File: src/rtl/dp_wb_lsu.sv
// dp_wb_lsu: writeback-stage load/store unit driving the data-memory bus and returning aligned load data
module dp_wb_lsu (
  input  logic        clk,
  input  logic        reset,
  input  logic        MemReqW,
  input  logic        MemWriteW,
  input  logic [1:0]  MemSizeW,
  input  logic        MemUnsignedW,
  input  logic        FlushW,
  input  logic [4:0]  A3_W,
  input  logic [31:0] ALUResultW,
  input  logic [31:0] RD2_W,
  output logic        StallW,
  output logic        LoadValidW,
  output logic [31:0] LoadDataW,
  output logic [4:0]  LoadRdW,
  output logic        MisalignW,
  output logic        BusErrW,
  output logic        mem_req,
  output logic        mem_we,
  output logic [31:0] mem_addr,
  output logic [3:0]  mem_be,
  output logic [31:0] mem_wdata,
  input  logic        mem_gnt,
  input  logic        mem_rvalid,
  input  logic [31:0] mem_rdata,
  input  logic        mem_err
);
  localparam logic [1:0] S_IDLE = 2'd0;
  localparam logic [1:0] S_REQ  = 2'd1;
  localparam logic [1:0] S_WAIT = 2'd2;
  localparam logic [1:0] S_DONE = 2'd3;
  logic [1:0]  r_state;
  logic [1:0]  r_off;
  logic        r_byte;
  logic        r_half;
  logic        r_uns;
  logic        r_kill;
  logic [4:0]  r_rd;
  logic        w_byte;
  logic        w_half;
  logic        w_mis;
  logic        w_kill;
  logic [3:0]  w_be;
  logic [31:0] w_wdata;
  logic [31:0] w_sh;
  logic [31:0] w_ldata;
  always_comb begin
    w_byte  = MemSizeW == 2'b00;
    w_half  = MemSizeW == 2'b01;
    w_mis   = w_half ? ALUResultW[0] : (!w_byte && |ALUResultW[1:0]);
    w_be    = w_byte ? 4'b0001 << ALUResultW[1:0] : w_half ? 4'b0011 << ALUResultW[1:0] : 4'b1111;
    w_wdata = w_byte ? {4{RD2_W[7:0]}} : w_half ? {2{RD2_W[15:0]}} : RD2_W;
    w_sh    = mem_rdata >> {r_off, 3'b000};
    w_ldata = r_byte ? {{24{!r_uns && w_sh[7]}}, w_sh[7:0]} :
              r_half ? {{16{!r_uns && w_sh[15]}}, w_sh[15:0]} : w_sh;
    // a flush arriving in the completing cycle must still suppress the pulse
    w_kill  = r_kill || FlushW;
    StallW  = (r_state == S_IDLE && MemReqW && !FlushW) || r_state == S_REQ || r_state == S_WAIT;
  end
  always_ff @(posedge clk) begin
    if (!reset) begin
      r_state    <= S_IDLE;
      r_off      <= '0;
      r_byte     <= 1'b0;
      r_half     <= 1'b0;
      r_uns      <= 1'b0;
      r_kill     <= 1'b0;
      r_rd       <= '0;
      LoadValidW <= 1'b0;
      LoadDataW  <= '0;
      LoadRdW    <= '0;
      MisalignW  <= 1'b0;
      BusErrW    <= 1'b0;
      mem_req    <= 1'b0;
      mem_we     <= 1'b0;
      mem_addr   <= '0;
      mem_be     <= '0;
      mem_wdata  <= '0;
    end else begin
      LoadValidW <= 1'b0;
      MisalignW  <= 1'b0;
      BusErrW    <= 1'b0;
      case (r_state)
        S_IDLE: if (MemReqW && !FlushW) begin
          r_off     <= ALUResultW[1:0];
          r_byte    <= w_byte;
          r_half    <= w_half;
          r_uns     <= MemUnsignedW;
          r_rd      <= A3_W;
          r_kill    <= 1'b0;
          mem_we    <= MemWriteW;
          mem_addr  <= {ALUResultW[31:2], 2'b00};
          mem_be    <= MemWriteW ? w_be : 4'b1111;
          mem_wdata <= w_wdata;
          r_state   <= w_mis ? S_DONE : S_REQ;
          mem_req   <= !w_mis;
          MisalignW <= w_mis;
        end
        S_REQ: begin
          r_kill <= w_kill;
          if (mem_gnt) begin
            mem_req <= 1'b0;
            r_state <= mem_we ? S_DONE : S_WAIT;
            BusErrW <= mem_we && mem_err && !w_kill;
          end
        end
        S_WAIT: begin
          r_kill <= w_kill;
          if (mem_rvalid) begin
            r_state    <= S_DONE;
            BusErrW    <= mem_err && !w_kill;
            LoadValidW <= !mem_err && !w_kill;
            if (!mem_err && !w_kill) begin
              LoadDataW <= w_ldata;
              LoadRdW   <= r_rd;
            end
          end
        end
        default: begin
          r_state <= S_IDLE;
          r_kill  <= 1'b0;
        end
      endcase
    end
  end
endmodule

File: config.mk
export PLATFORM = sky130hd
export DESIGN_NAME = dp_wb_lsu
export DESIGN_NICKNAME = d
export VERILOG_FILES = /design/src/rtl/dp_wb_lsu.sv
export SDC_FILE = /design/constraint.sdc
export NUM_CORES = 1
export LEC_CHECK = 0
export CAP_MARGIN = 0
export CORE_MARGIN = 4
export CORE_UTILIZATION = 45
export CTS_BUF_LIST = sky130_fd_sc_hd__clkbuf_8
export CTS_CLUSTER_DIAMETER = 50
export DETAILED_ROUTE_END_ITERATION = 12
export PLACE_DENSITY = 0.83
export SYNTH_ARGS = -nofsm -noshare
export SYNTH_HDL_FRONTEND = slang
export SYNTH_SLANG_ARGS = --single-unit
File: constraint.sdc
create_clock -name clk -period 2.3 [get_ports clk]
set_clock_uncertainty 0.1 [all_clocks]
set_input_delay 0.575 -clock clk [delete_from_list [all_inputs] [get_ports clk]]
set_output_delay 0.575 -clock clk [all_outputs]
set_load 0.05 [all_outputs]
==> summary.txt <==
Status
  – Status: finished, final reports clean

Pwr
  – Total power per unit cell area: a little over 800 nW/um2
  – Internal power: around 4500 uW
  – Sw power: 2554 uW
  – Clock share of power: 0.285
  – Max IR drop VDD: 542.0 uV
  – Combinational cell fraction of total power: 0.363
  – Seq pwr share: 0.352
  – Leakage power: about 0.0042 uW
  – Sw Share: 0.3641
  – PnR Total Power: about 7000 uW

Setup path
  – Critical path arrival: 1.62 ns
  – Crit path max fanout: 3
  – Critical path cell sequence: inv_2 > ha_4 > inv_4 > nor2_4 > or3_4 > buf_12
  – CP max stage cell: dfxtp_2
  – Crit path capture type: output port
  – Delay of the slowest cell on the worst path: 0.36 ns
  – Worst Setup SP: r_state[1]
  – R2r startpoint: r_off[1]
  – Critical Path RT: approximately 1.6 ns
  – FF-to-FF setup slack: ~0.22 ns
  – Bufs and invs on worst path: 3
  – Crit-path leading delay family: simple AND/OR/NAND/NOR gates
  – CP Class: reg2out
  – CP Launch Type: flip-flop

Final layout
  – ANT cells: 0
  – Area delta synth->final: 51.62%
  – Fin nets: approximately 1000
  – Post-route cell area: 8544 um2
  – Final core occ: 0.7055
  – Layout cells sized above 1: 0.1086

Route
  – Via count: between 5000 and 6000
  – Drt first pass iters: 5
  – Number of DRC markers in iteration 0: approximately 430
  – DRC: 0
  – Routed WL: approximately 18000 um
  – Routed WL per cell: 17.36 um
  – Post-DRT Antenna Nets: 0
  – Via/cell ratio: 5.362

Timing
  – Period utilization: 0.9998
  – Final hold vios: 0
  – Setup ws final: roughly 0.00045 ns
  – Least-Margin Pin Slew: around 1.1 ns
  – Slew Limit Fails: 0
  – RSZ-0062 raised after global routing: true
  – Final Critical Period: 2.300 ns
  – Slew HR: 0.2563
  – Min Hold Slack: ~0.36 ns
  – Fmax: ~430 MHz
  – Final setup violation count: 0

Synth
  – Sequential area share after synthesis: 0.4298
  – Mux contribution to synthesized area: 0.08193
  – Post-synth ARST share: 0
  – Synth Area in Adders: 0.01776
  – Predominant post-synthesis flop cell: dfxtp_1
  – Synth area leader: dfxtp_1
  – Post-Synth XOR/XNOR Area: 0
  – Commonest cells post-synth: nand2_1, dfxtp_1, a21boi_0
  – Flop and latch count out of synthesis: 121
  – Area share of the largest cell type after synthesis: 0.4298
  – Cells after Synth: 669
  – Post-synth EDFFs: 0
  – Post-synth cell types: 44
  – Synth Area in Compound Gates: 0.2447
  – Main combinational cell family by area after synthesis: compound AO/OA/AOI/OAI gates
  – Yosys Warn Count: 0
  – Most frequent cell after synthesis: nand2_1
  – Avg Cell Area, Syn: approximately 8.4 um2
  – Simple-gate share of the synthesized area: 0.1723
  – Synth area leaders: dfxtp_1, nand2_1, a21boi_0, mux2i_1, o21ai_0
  – Syn Std Cell Area: between 5000 and 6000 um2

Clocking
  – CTS Root Buffer Type: clkbuf_8
  – CTS tree: built
  – Worst-Skew Late Latency: around 0.45 ns
  – Inserted Clock Buffers: 17
  – Deepest clock path buffer count: 2
  – Hold-fix buffers at CTS: 0
  – Clock Sinks: around 120
  – Clock transition at path regs: around 0.070 ns
  – H-tree lvl count: 4

Job
  – MaxCap Viol Count: 0

Place
  – Pre-CTS WS: -0.3252 ns
  – GP Congestion: a little under 0.9
  – Placed wire-length estimate: roughly 13000 um
  – Placed inst area: approximately 8100 um2
  – PortBufs: between 200 and 250

Floorplan
  – Die height: around 120 um
  – Core area: around 12000 um2
  – Row Count: 40
  – IO Pins: between 200 and 250
  – Initial core utilization: 0.4653
  – Die area: around 14000 um2
  – Chip width: roughly 120 um

GRT
  – Largest net degree at the start of global routing: 67
  – First-pass GRT wire length: ~29000 um
  – Initial antenna violation count: 0
  – Vias in the first global route: between 5000 and 6000
  – Global Route Usage Sum: 0.2490
  – Overflow after GRT: 0

Min path
  – Hold Startpoint: mem_wdata[28]
  – Hold Crit Class: reg2reg
[tightest hold or removal path, stage by stage (launching register included)]
cell and delay (ns):
dfxtp_1 0.31, nand2_1 0.05, a21boi_0 0.06
[repair_timing]
| item | CTS | global route |
|---|---|---|
| buffers inserted | 3 | 1 |
| pin swaps | 1 | 0 |
| endpoints found under the setup margin | 64 | 37 |
| gates resized for setup | 76 | 36 |
[cells by family (layout without fill, tap and decap cells)]
logic type      after synthesis  in the layout
fa+ha+maj                     8              8
simple gates                234            234
buf+inv                      67            290
flops                       121            121
compound gates              194            194
other cells                   1              2
mux                          44             44
[per-layer routing]
layer  global-route usage  up-vias  part of all wire
met1               0.2735     2633              0.38
met4               0.1095        0             0.030
met5                    0        -                 0
met2               0.4124      281              0.48
met3               0.1145       43              0.11
li1                     -     2732                 -
[through the flow]
stage	setup TNS (ns)	std cells
floorplan	0	670
global placement	-6.927	1026
detailed placement	-11.61	1026
CTS	-0.02655	1060
global route	-0.05510	1061
finish	0	1061
[layout by cell type (no fill, tap or decap), types with 8 or more instances in the layout]
master           synthesis  layout
clkdlybuf4s50_1          0     112
o21ai_0                 38      38
dlygate4sd2_1            0      65
buf_4                    2      31
mux2i_1                 36      36
nand3_1                  9       9
nor2_1                  38      36
nand2_1                165     165
clkbuf_8                 0      21
dfxtp_1                121     119
a22oi_1                  8       8
a21oi_1                 15      15
a21boi_0                68      68
o22ai_1                 17      17
o211a_1                 17      17
dlymetal6s2s_1           0      36
[layout make-up]
type	count	area, um2
clock buffers	21	289.0
clock inverters	10	125.1
fillers	947	3567
inverters	8	32.53
multi-input cells	482	2964
flip-flops and latches	121	2425
well taps	168	210.2
repair buffers	251	2499
[sequential cells by signal, indices dropped and copies added, names as in the netlist, 2 cells and up]
name and cells:
LoadDataW 32, mem_wdata 32, mem_addr 30, LoadRdW 5
r_rd 5, mem_be 4, r_off 2, r_state 2
[power by group through the flow]
stage	combinational [uW]	clock (uW)	sequential, uW
after floorplan	912	0	3160
after global placement	2460	0	2510
after detailed placement	2510	0	2520
after CTS	2530	2030	2470
after global routing	2710	2120	2500
final	2550	2000	2470
[worst paths after layout]
kind	endpoint	depth (start not counted)
setup reg to reg	LoadDataW[29]	4
setup / recovery	StallW	6
hold reg to reg	mem_wdata[28]	2
hold / removal	mem_wdata[28]	2
Note: power is estimated with default switching activity, not from simulation.
